File: config.mk
export PLATFORM = sky130hd
export DESIGN_NAME = wb_arbiter_n
export DESIGN_NICKNAME = d
export VERILOG_FILES = /design/src/rtl/mr_wb_pkg.sv /design/src/rtl/rr_prio_picker.sv /design/src/rtl/wb_arbiter_n.sv
export SDC_FILE = /design/constraint.sdc
export NUM_CORES = 1
export LEC_CHECK = 0
export CORE_AREA = 2 2 153 155
export DETAILED_ROUTE_END_ITERATION = 12
export DIE_AREA = 0 0 155 157
export GPL_TIMING_DRIVEN = 0
export PLACE_DENSITY = 0.48
export SKIP_LAST_GASP = 1
export SYNTH_ARGS = -nofsm -noshare
export SYNTH_HDL_FRONTEND = slang
export SYNTH_SLANG_ARGS = --single-unit
File: constraint.sdc
create_clock -name clk -period 4.6 [get_ports clk]
set_input_delay 0.92 -clock clk [delete_from_list [all_inputs] [get_ports clk]]
set_output_delay 0.92 -clock clk [all_outputs]
set_load 0.005 [all_outputs]
File: src/rtl/mr_wb_pkg.sv
// Shared Wishbone B4 types and constants for the arbiter slice.
package mr_wb_pkg;
  localparam int ARB_FIXED = 0;
  localparam int ARB_RR    = 1;

  localparam int WB_AW = 30;
  localparam int WB_DW = 32;

  typedef enum logic {
    ST_IDLE  = 1'b0,
    ST_OWNED = 1'b1
  } arb_state_e;

  typedef struct packed {
    logic                 cyc;
    logic                 stb;
    logic                 we;
    logic [WB_AW-1:0]     adr;
    logic [WB_DW-1:0]     dat;
    logic [WB_DW/8-1:0]   sel;
  } wb_m_req_t;

  typedef struct packed {
    logic ack;
    logic err;
    logic stall;
  } wb_m_rsp_t;
endpackage

File: src/rtl/rr_prio_picker.sv
// Combinational request picker: round-robin from ptr+1 or fixed lowest-index.
module rr_prio_picker
  import mr_wb_pkg::*;
#(
  parameter int N       = 4,
  parameter int RR_MODE = ARB_RR,
  localparam int GW     = $clog2(N)
) (
  input  logic [N-1:0]  req_i,
  input  logic [GW-1:0] ptr_i,
  output logic [N-1:0]  gnt_oh_o,
  output logic [GW-1:0] gnt_idx_o
);
  logic [2*N-1:0] dbl;
  logic [N-1:0]   rot;
  logic [GW-1:0]  start;
  logic           unused_bits;

  always_comb begin : pick
    int w;
    if (RR_MODE == ARB_RR) start = (int'(ptr_i) >= N-1) ? '0 : ptr_i + GW'(1);
    else                   start = '0;
    // Rotating the doubled vector makes the wrap-around search a plain lowest-bit scan.
    dbl = {req_i, req_i} >> start;
    rot = dbl[N-1:0];
    w = 0;
    for (int j = N-1; j >= 0; j--) if (rot[j]) w = j;
    w = w + int'(start);
    if (w >= N) w = w - N;
    gnt_idx_o = GW'(w);
    gnt_oh_o  = '0;
    if (|req_i) gnt_oh_o[gnt_idx_o] = 1'b1;
  end

  assign unused_bits = ^{dbl[2*N-1:N], ptr_i};
endmodule

File: src/rtl/wb_arbiter_n.sv
// N-master pipelined Wishbone B4 arbiter with per-grant outstanding limit and abort-safe response drop.
module wb_arbiter_n
  import mr_wb_pkg::*;
#(
  parameter int NUM_MASTERS     = 4,
  parameter int AW              = 30,
  parameter int DW              = 32,
  parameter int RR_MODE         = 1,
  parameter int MAX_OUTSTANDING = 4,
  localparam int GW             = $clog2(NUM_MASTERS),
  localparam int SW             = DW/8,
  localparam int CW             = $clog2(MAX_OUTSTANDING+1)
) (
  input  logic                      clk,
  input  logic                      rst,
  input  logic [NUM_MASTERS-1:0]    m_cyc_i,
  input  logic [NUM_MASTERS-1:0]    m_stb_i,
  input  logic [NUM_MASTERS-1:0]    m_we_i,
  input  logic [NUM_MASTERS*AW-1:0] m_adr_i,
  input  logic [NUM_MASTERS*DW-1:0] m_dat_i,
  input  logic [NUM_MASTERS*SW-1:0] m_sel_i,
  output logic [NUM_MASTERS-1:0]    m_ack_o,
  output logic [NUM_MASTERS-1:0]    m_err_o,
  output logic [NUM_MASTERS-1:0]    m_stall_o,
  output logic                      s_cyc_o,
  output logic                      s_stb_o,
  output logic                      s_we_o,
  output logic [AW-1:0]             s_adr_o,
  output logic [DW-1:0]             s_dat_o,
  output logic [SW-1:0]             s_sel_o,
  input  logic                      s_ack_i,
  input  logic                      s_err_i,
  input  logic                      s_stall_i,
  input  logic [DW-1:0]             s_dat_i,
  output logic [GW-1:0]             grant_o,
  output logic                      busy_o
);
  arb_state_e             state_q, state_d;
  logic [GW-1:0]          grant_q, grant_d;
  logic [GW-1:0]          ptr_q, ptr_d;
  logic [CW-1:0]          cnt_q, cnt_d;
  logic [GW-1:0]          pick_idx;
  logic [NUM_MASTERS-1:0] pick_oh;
  logic                   limit, accept, rsp, live;
  logic                   unused_dat;

  rr_prio_picker #(.N(NUM_MASTERS), .RR_MODE(RR_MODE)) u_pick (
    .req_i     (m_cyc_i),
    .ptr_i     (ptr_q),
    .gnt_oh_o  (pick_oh),
    .gnt_idx_o (pick_idx)
  );

  assign limit = (cnt_q == CW'(MAX_OUTSTANDING));
  assign live  = (cnt_q != '0);

  always_comb begin
    state_d   = state_q;
    grant_d   = grant_q;
    ptr_d     = ptr_q;
    cnt_d     = cnt_q;
    s_cyc_o   = 1'b0;
    s_stb_o   = 1'b0;
    s_we_o    = 1'b0;
    s_adr_o   = '0;
    s_dat_o   = '0;
    s_sel_o   = '0;
    m_ack_o   = '0;
    m_err_o   = '0;
    m_stall_o = '1;
    accept    = 1'b0;
    rsp       = 1'b0;
    case (state_q)
      ST_IDLE: begin
        if (|pick_oh) begin
          state_d = ST_OWNED;
          grant_d = pick_idx;
          ptr_d   = pick_idx;
          cnt_d   = '0;
        end
      end
      ST_OWNED: begin
        s_cyc_o = m_cyc_i[grant_q];
        s_stb_o = m_cyc_i[grant_q] & m_stb_i[grant_q] & ~limit;
        s_we_o  = m_we_i[grant_q];
        s_adr_o = m_adr_i[grant_q*AW +: AW];
        s_dat_o = m_dat_i[grant_q*DW +: DW];
        s_sel_o = m_sel_i[grant_q*SW +: SW];
        m_stall_o[grant_q] = s_stall_i | limit;
        // A zero count means nothing is owed to this owner: late responses die here.
        m_ack_o[grant_q]   = s_ack_i & live;
        m_err_o[grant_q]   = s_err_i & live;
        accept = s_stb_o & ~s_stall_i;
        rsp    = (s_ack_i | s_err_i) & live;
        if (!m_cyc_i[grant_q]) begin
          state_d = ST_IDLE;
          cnt_d   = '0;
        end else if (accept && !rsp) begin
          cnt_d = cnt_q + CW'(1);
        end else if (rsp && !accept) begin
          cnt_d = cnt_q - CW'(1);
        end
      end
      default: state_d = ST_IDLE;
    endcase
  end

  always_ff @(posedge clk) begin
    if (rst) begin
      state_q <= ST_IDLE;
      grant_q <= '0;
      ptr_q   <= GW'(NUM_MASTERS-1);
      cnt_q   <= '0;
    end else begin
      state_q <= state_d;
      grant_q <= grant_d;
      ptr_q   <= ptr_d;
      cnt_q   <= cnt_d;
    end
  end

  assign grant_o    = grant_q;
  assign busy_o     = (state_q == ST_OWNED);
  // Read data is fanned out to the masters outside this block.
  assign unused_dat = ^s_dat_i;
endmodule

After elaboration in Yosys (flattened, before gate mapping)
Cells that the tools add are included.
W data, S select, Z words.
{"block": "totals", "reg_bits": 8, "latchBits": 0, "ram_bits": 0, "rom_bits": 0, "inputBits": 313, "out_inout_bits": 84, "elab_cells": 83, "n_memories": 0}
{"block": "op_classes", "addsub": 5, "mul": 1, "div": 0, "order_cmp": 6, "eq_ne": 3, "shift": 4, "n_mux": 34, "n_bitwise": 15, "reduce_logical": 11}
{"cell": "$mux W32", "count": 4}
{"cell": "$shiftx A128 B8 Y32", "count": 1}
{"cell": "$shiftx A120 B8 Y30", "count": 1}
{"cell": "$add A32 B3 Y32", "count": 1}
{"cell": "$ge A32 B4 Y1 const B", "count": 1}
{"cell": "$mux W30", "count": 1}
{"cell": "$mux W4", "count": 5}
{"cell": "$shiftx A16 B5 Y4", "count": 1}
{"cell": "$mux W3", "count": 4}
{"cell": "$mux W1", "count": 10}
{"cell": "$and A4 B4 Y4", "count": 2}
{"cell": "$reduce_or A4 Y1", "count": 2}
{"cell": "$shr A8 B2 Y4", "count": 1}
{"cell": "$and A1 B1 Y1", "count": 6}
{"cell": "$bmux W1 S2", "count": 3}
{"cell": "$lt A2 B3 Y1 const B", "count": 2}
{"cell": "$mul A2 B4 Y6 const B", "count": 1}
{"cell": "$mux W2", "count": 3}
{"cell": "$pmux W3 S2", "count": 1}
{"cell": "$demux W1 S2", "count": 2}
{"cell": "$ge A2 B1 Y1 const B", "count": 2}
{"cell": "$logic_and A1 B1 Y1", "count": 4}
{"cell": "$ne A4 B2 Y1 const B", "count": 1}
{"cell": "$not A4 Y4", "count": 1}
{"cell": "14 further kinds", "count": 19}

Longest topological paths before layout
Gate-level depths: netlist of the first run.
{"block": "depth", "depth_word": 18, "depth_mapped": 11, "depth_no_buf": 11}

By module
A second synthesis of the first run with hierarchy kept.
{"block": "unflattened", "hier_cells": 272, "hier_area_um2": 2857.7}
{"module": "wb_arbiter_n", "instances": 1, "cells_each": 233, "area_per_inst_um2": 2580.0, "seq_area_each_um2": 160.2}
{"module": "rr_prio_picker", "instances": 1, "cells_each": 39, "area_per_inst_um2": 277.8, "seq_area_each_um2": 0.0}

Worst setup path after synthesis of the first run
No wires, ideal clock.
{"block": "synth_timing", "kind": "input port to flip-flop", "start": "input port m_cyc_i[2]", "end": "register cnt_q[2]", "setup_time_ps": 86, "arrival_time_ps": 2950, "t_required_ps": 4514, "path_slack_ps": 1564, "path_stages": 8, "path_cell_list": "buf_2 -> mux4_2 -> and3_1 -> ha_1 -> fa_1 -> xnor2_1 -> or3_1 -> a211oi_1"}
{"block": "synth_via", "elab_chain_len": 16}
{"item": "from (decl)", "line": "wb_arbiter_n.sv:16", "rtl": "input logic [NUM_MASTERS-1:0] m_cyc_i,"}
{"item": "$shr A8 B2 Y4", "line": "rr_prio_picker.sv:24", "rtl": "dbl = {req_i, req_i} >> start;"}
{"item": "$mux W2", "line": "rr_prio_picker.sv:27", "rtl": "for (int j = N-1; j >= 0; j--) if (rot[j]) w = j;"}
{"item": "$mux W32 (3 in a row)", "line": "rr_prio_picker.sv:27"}
{"item": "$add A32 B3 Y32", "line": "rr_prio_picker.sv:28", "rtl": "w = w + int'(start);"}
{"item": "$ge A32 B4 Y1 / $sub A2 B1 Y2 (equally long branches)", "line": "rr_prio_picker.sv:29", "rtl": "if (w >= N) w = w - N;"}
{"item": "$mux W2", "line": "rr_prio_picker.sv:29"}
{"item": "$lt A2 B3 Y1 (not written as such) / $ge A2 B1 Y1 (equally long branches)", "line": "rr_prio_picker.sv:32", "rtl": "if (|req_i) gnt_oh_o[gnt_idx_o] = 1'b1;"}
{"item": "$logic_and A1 B1 Y1 (not written as such)", "line": "rr_prio_picker.sv:32"}
{"item": "$mux W1 (not written as such)", "line": "rr_prio_picker.sv:32"}
{"item": "$demux W1 S2"}
{"item": "$mux W4", "line": "rr_prio_picker.sv:32"}
{"item": "$reduce_or A4 Y1", "line": "wb_arbiter_n.sv:75", "rtl": "if (|pick_oh) begin"}
{"item": "$ne A2 B2 Y1 (no line)"}
{"item": "$reduce_and A2 Y1 (no line)"}
{"item": "to (signal assigned)", "line": "wb_arbiter_n.sv:118", "rtl": "cnt_q <= cnt_d;"}
{"item": "to (decl)", "line": "wb_arbiter_n.sv:41", "rtl": "logic [CW-1:0] cnt_q, cnt_d;"}
Several ways; a longest one is shown, not always the timed one. The select of a mux whose other input is x is not followed.
A chain may end at the register's enable or synchronous reset.

Worst setup path after layout of the first run
{"block": "layout_timing", "start": "register grant_q[1] (netlist: grant_o[1])", "end": "output port s_adr_o[21]"}
{"block": "layout_via", "elab_chain_len": 3}
{"item": "from (decl)", "line": "wb_arbiter_n.sv:39", "rtl": "logic [GW-1:0] grant_q, grant_d;"}
{"item": "from (signal assigned)", "line": "wb_arbiter_n.sv:116", "rtl": "grant_q <= grant_d;"}
{"item": "$mul A2 B4 Y6", "line": "wb_arbiter_n.sv:86", "rtl": "s_adr_o = m_adr_i[grant_q*AW +: AW];"}
{"item": "$shiftx A120 B8 Y30", "line": "wb_arbiter_n.sv:86"}
{"item": "$mux W30", "line": "wb_arbiter_n.sv:73", "rtl": "case (state_q)"}
{"item": "to (decl)", "line": "wb_arbiter_n.sv:28", "rtl": "output logic [AW-1:0] s_adr_o,"}
Every way passes these cells.

==> impl_metrics.env, run 1 <==
export IMPL_run_status="finished clean"
export IMPL_clkTransAtPathRegs_ps=40
export IMPL_vias_per_cell=4.24
export IMPL_fillerInstances=2341
export IMPL_htreeDepth=1
export IMPL_drc_errors=0
export IMPL_yosys_cell_count_top_type="mux4_2"
export IMPL_grt_pass1_vias=4294
export IMPL_dp_hpwl_um=15500
export IMPL_critPathCaptureType="primary output"
export IMPL_antenna_found_initial=0
export IMPL_root_buffer="clkbuf_16"
export IMPL_crit_required_ps=3680
export IMPL_syn_nets=579
export IMPL_postSynth_asyncResetShare_pct=0
export IMPL_wl_um=17900
export IMPL_syn_inst=262
export IMPL_cap_violations=0
export IMPL_cts_setup_buffers=0
export IMPL_via_count=3866
export IMPL_whs_ps=512
export IMPL_clock_fmax_mhz=251
export IMPL_synth_cell_types=37
export IMPL_met2_usage_pct=25.5
export IMPL_rows=55
export IMPL_drt_iter0_markers=129
export IMPL_diodes=0
export IMPL_tritoncts="done"
export IMPL_synth_top_area_cell="mux4_2"
export IMPL_clock_latency_ps=230
export IMPL_critical_path_class="register to primary output"
export IMPL_ant_nets=0
export IMPL_finalCriticalPeriod_ps=3980
export IMPL_start_util_pct=12.4
export IMPL_fp_dieW_um=155
export IMPL_startpoint_type="register"
export IMPL_grt_max_degree=11
export IMPL_die_h_um=157
export IMPL_die_area_um2=24300
export IMPL_critPathArrivalTime_ps=3060
export IMPL_core_um2=22500
export IMPL_place_congestion=0.916
export IMPL_first_pass_iters=4
export IMPL_cts_buffers=3
export IMPL_worst_pin_slew_ps=900
export IMPL_clock_skew_final_ps=1.86
export IMPL_synth_seq_cells=8
export IMPL_hold_buffers=0
export IMPL_path_max_fanout=10
export IMPL_seq_area_frac_synth_pct=5.75
export IMPL_portBuffers=362
export IMPL_dp_cells=909
export IMPL_synth_edf_count=0
export IMPL_pin_count=397
export IMPL_dp_slack_ps=834
export IMPL_p_leak_nw=2.32
export IMPL_ys_flop_type="dfxtp_1"
export IMPL_cts_sinks=8
export IMPL_min_path_type="register to register"
export IMPL_area_growth_pct=146
export IMPL_grt_total_usage_pct=13.6
export IMPL_drv_slew=0
export IMPL_top_usage_layer="met2"
export IMPL_rsz0062_at_grt="false"
export IMPL_synth_top_area_share_pct=55.8
export IMPL_grt_pass1_wl_um=25300
export IMPL_post_route_period_util_pct=86.6
export IMPL_layout_drive_gt1_share_pct=13.7
export IMPL_grt_use_met3_pct=3.06
export IMPL_ctsResizeCount=0
export IMPL_use_met1_pct=15.9
export IMPL_final_nets=946
export IMPL_fin_total_pwr_mw=1.75
export IMPL_layout_cells_non_filler=912
export IMPL_setup_viol=0
export IMPL_tns_ps=0
export IMPL_synth_commonest_cells="69 x mux4_2, 67 x and2_1, 17 x clkbuf_1, 13 x nor2_1"
export IMPL_cts_max_path_buffers=2
export IMPL_post_drt_wl_per_cell_um=19.6
export IMPL_synth_area_top_cells="mux4_2 56%, and2_1 15%, dfxtp_1 5.8%"
export IMPL_overflow=0
export IMPL_syn_area_per_cell_um2=10.6
export IMPL_max_vdd_ir_drop_mv=0.219
export IMPL_syn_area_um2=2780
export IMPL_slew_headroom_pct=40.0
export IMPL_pwr_density_cell_nw_per_um2=256
export IMPL_fin_ws_ps=617
export IMPL_yosys_warnings=0
export IMPL_hold_viol_final=0
## cells by family (layout without fill, tap and decap cells)
| family | Yosys count | count (layout) | share of synthesized area, % |
|---|---|---|---|
| AO/OA/AOI/OAI | 24 | 24 | 5.35 |
| flip-flops | 8 | 8 | 5.75 |
| buffers and inverters | 34 | 399 | 4.99 |
| AND/OR/NAND/NOR | 120 | 120 | 25.0 |
| multiplexers | 70 | 70 | 56.2 |
| adder cells (fa/ha/maj) | 4 | 4 | 2.07 |
| XOR/XNOR | 2 | 2 | 0.629 |
## metal layers
layer	up-vias	share of wire (%)
li1	1762	-
met1	1872	39
met2	212	52
met3	20	7.6
met4	0	1.8
met5	-	0
## cells in the final DEF (no fill, tap or decap), drive strengths merged, types with 3 or more instances in the layout
cell           instances
a211oi                 3
a21oi                 11
and2                  67
and3                   3
buf                   10
clkbuf                21
clkdlybuf4s50        362
dfxtp                  8
ha                     3
inv                    6
mux4                  69
nand2                 12
nand3b                 3
nor2                  13
nor2b                  4
nor3                   5
nor3b                  3
o21ai                  4
or3                    3
## critical path: stages (launching register included)
cell and delay [ps]:
dfxtp_1 410, clkbuf_1 710, clkbuf_1 630, mux4_2 400, and2_1 170, clkdlybuf4s50_1 510
## sequential cells by signal, indices dropped and copies added (netlist names)
signal   cells
ptr_q        2
cnt_q        3
grant_o      2
busy_o       1
## through the flow
step	cell area, um2	util [%]
4_1_cts	6840	30.4
3_5_place_dp	6760	30.1
2_1_floorplan	2780	-
5_1_grt	6840	30.4
6_report	6840	30.4
3_3_place_gp	6760	30.1
## worst paths after layout
path / from / to / slack [ps] / cells after the start
max: grant_o[1]$_SDFFE_PP0P_ / s_adr_o[21] / 620 / 5
min: cnt_q[1]$_SDFFE_PP0P_ / cnt_q[1]$_SDFFE_PP0P_ / 510 / 2
max reg2reg: grant_o[1]$_SDFFE_PP0P_ / cnt_q[2]$_SDFFE_PP0P_ / 1460 / 8
min reg2reg: cnt_q[1]$_SDFFE_PP0P_ / cnt_q[1]$_SDFFE_PP0P_ / 510 / 2
## final cells by class
type                    instances  area [um2]  area share, %
plain buffers                  28         116           1.70
clock buffers                   3        75.1           1.10
inverters                       6        22.5          0.329
multi-input cells             220        2480           36.3
flip-flops and latches          8         160           2.34
well taps                     285         357           5.21
repair buffers                362        3620           53.0
## power breakdown
part,switching (mW),internal (mW)
clock network,0.0334,0.112
logic,0.573,0.927
registers,0.0165,0.0873
(Power assumes the default switching activity.)
==> run 2, diff against run 1 <==
- CORE_AREA: 2 2 153 155 -> 2 2 155 157
- DIE_AREA: 0 0 155 157 -> 0 0 157 159
- PLACE_DENSITY: 0.48 -> 0.49
- clock period: 4.6 -> 3.2 ns (I/O delays scaled with it)
==> impl_metrics.env, run 2 (synthesis results as in run 1) <==
export IMPL_tritoncts="done"
export IMPL_min_path_type="register to register"
export IMPL_grt_max_degree=11
export IMPL_final_cell_mix="359 x clkdlybuf4s50_1, 69 x mux4_2, 67 x and2_1"
export IMPL_grt_pass1_vias=3940
export IMPL_wl_um=18900
export IMPL_power_switching_mw=0.933
export IMPL_ant_nets=0
export IMPL_cts_sinks=8
export IMPL_cap_violations=0
export IMPL_die_h_um=159
export IMPL_grt_pass1_wl_um=26500
export IMPL_pwr_density_cell_nw_per_um2=373
export IMPL_fillerInstances=2419
export IMPL_largest_reg_flops=3
export IMPL_startpoint_type="register"
export IMPL_cts_buffers=3
export IMPL_hold_buffers=0
export IMPL_vias_per_cell=3.98
export IMPL_layout_drive_gt1_share_pct=15.3
export IMPL_drc_errors=0
export IMPL_startpoint="grant_o[0]$_SDFFE_PP0P_"
export IMPL_antenna_found_initial=0
export IMPL_clkPwrFrac_pct=8.0
export IMPL_cts_max_path_buffers=2
export IMPL_critical_path_cell_chain="clkbuf_2, buf_6, buf_4, mux4_2, and2_1, clkdlybuf4s50_1"
export IMPL_cpMaxStageDelayCell="mux4_2"
export IMPL_post_drt_wl_per_cell_um=19.9
export IMPL_root_buffer="clkbuf_16"
export IMPL_core_um2=23200
export IMPL_path_delay_family="buffers and inverters"
export IMPL_drv_slew=0
export IMPL_crit_required_ps=2560
export IMPL_crit_buf_inv=4
export IMPL_path_max_fanout=10
export IMPL_placed_cell_area_um2=6810
export IMPL_clkTransAtPathRegs_ps=40
export IMPL_start_util_pct=12.0
export IMPL_layout_cells_non_filler=946
export IMPL_p_int_mw=1.65
export IMPL_slew_headroom_pct=61.5
export IMPL_pwr_share_comb_pct=86.3
export IMPL_power_share_sequential_pct=5.7
export IMPL_overflow=0
export IMPL_switching_share_pct=36.1
export IMPL_critPathArrivalTime_ps=2430
export IMPL_post_route_period_util_pct=96.0
export IMPL_max_stage_delay_ps=530
export IMPL_first_pass_iters=4
export IMPL_cts_setup_buffers=0
export IMPL_finalCriticalPeriod_ps=3070
export IMPL_final_nets=946
export IMPL_rows=56
export IMPL_r2r_start="grant_o[0]$_SDFFE_PP0P_"
export IMPL_hold_viol_final=0
export IMPL_worst_pin_slew_ps=577
export IMPL_max_vdd_ir_drop_mv=0.199
export IMPL_drt_iter0_markers=109
export IMPL_final_util_pct=29.9
export IMPL_p_leak_nw=2.38
export IMPL_via_count=3766
export IMPL_dp_cells=943
export IMPL_place_congestion=0.836
export IMPL_fp_dieW_um=157
export IMPL_portBuffers=362
export IMPL_critPathCaptureType="primary output"
export IMPL_area_growth_pct=149
export IMPL_rsz0062_at_grt="true"
export IMPL_run_status="finished clean"
export IMPL_pin_count=397
export IMPL_clock_fmax_mhz=325
export IMPL_whs_ps=495
export IMPL_die_area_um2=25000
export IMPL_diodes=0
export IMPL_grt_total_usage_pct=14.2
export IMPL_top_register="cnt_q"
export IMPL_ctsResizeCount=18
export IMPL_critical_path_class="register to primary output"
export IMPL_htreeDepth=1
export IMPL_min_from="cnt_q[1]$_SDFFE_PP0P_"
export IMPL_setup_viol=0
export IMPL_final_common_cell="clkdlybuf4s50_1"
export IMPL_clock_latency_ps=230
export IMPL_dp_hpwl_um=16200
export IMPL_clock_skew_final_ps=1.16
export IMPL_finalInstanceArea_um2=6930
[run 2: changes by cell type in the layout (fill, tap and decap cells not counted)]
cell             previous run  this run
buf_4                       0         2
buf_6                       0         4
clkdlybuf4s50_1           362       359
buf_2                       8         2
clkbuf_4                    0         1
buf_1                       2         1
clkbuf_2                    1        10
clkbuf_1                   17         8
dlymetal6s2s_1              0         3
[run 2: worst paths after layout]
kind / to / slack (ps) / depth (start not counted)
setup reg to reg: cnt_q[2]$_SDFFE_PP0P_ / 350 / 9
setup / recovery: s_adr_o[20] / 130 / 6
hold / removal: cnt_q[1]$_SDFFE_PP0P_ / 500 / 2
hold reg to reg: cnt_q[1]$_SDFFE_PP0P_ / 500 / 2
[run 2: worst register-to-register path: cells and delay by family (launching register included)]
| family | cells | cell delay (ps) |
|---|---|---|
| AO/OA/AOI/OAI | 1 | 220 |
| XOR/XNOR | 1 | 140 |
| adder cells (fa/ha/maj) | 2 | 620 |
| buffers and inverters | 2 | 400 |
| flip-flops | 1 | 350 |
| multiplexers | 1 | 540 |
| AND/OR/NAND/NOR | 2 | 500 |
[run 2: layout make-up]
class	count	area, um2	area share [%]
buffer	28	161	2.33
clock buffer	3	75.1	1.08
inverter	6	22.5	0.325
multi-input combinational	220	2480	35.8
sequential	8	160	2.31
tap	319	399	5.76
timing repair buffer	362	3630	52.4
[run 2: per-layer routing]
metal  part of all wire (%)  global-route usage, %  vias to the layer above
li1                       -                      -                     1766
met1                     41                   17.7                     1821
met4                   0.17                  0.626                        0
met5                      0                      0                        -
met3                    7.8                   2.94                        5
met2                     51                   26.4                      174
[run 2: through the flow]
stage / setup slack, ps / total power, mW / TNS [ps]
final: 128 / 2.59 / 0
after global placement: -243 / 2.40 / -8660
after floorplan: 444 / 1.32 / 0
after detailed placement: -231 / 2.39 / -8130
after global routing: -33.0 / 2.80 / -227
after CTS: 7.03 / 2.65 / 0
[run 2: power by group through the flow]
stage               clock, mW  combinational [mW]  sequential, mW
floorplan                   0                1.18           0.144
global placement            0                2.25           0.149
detailed placement          0                2.24           0.150
CTS                     0.210                2.29           0.148
global route            0.216                2.43           0.153
finish                  0.207                2.23           0.148
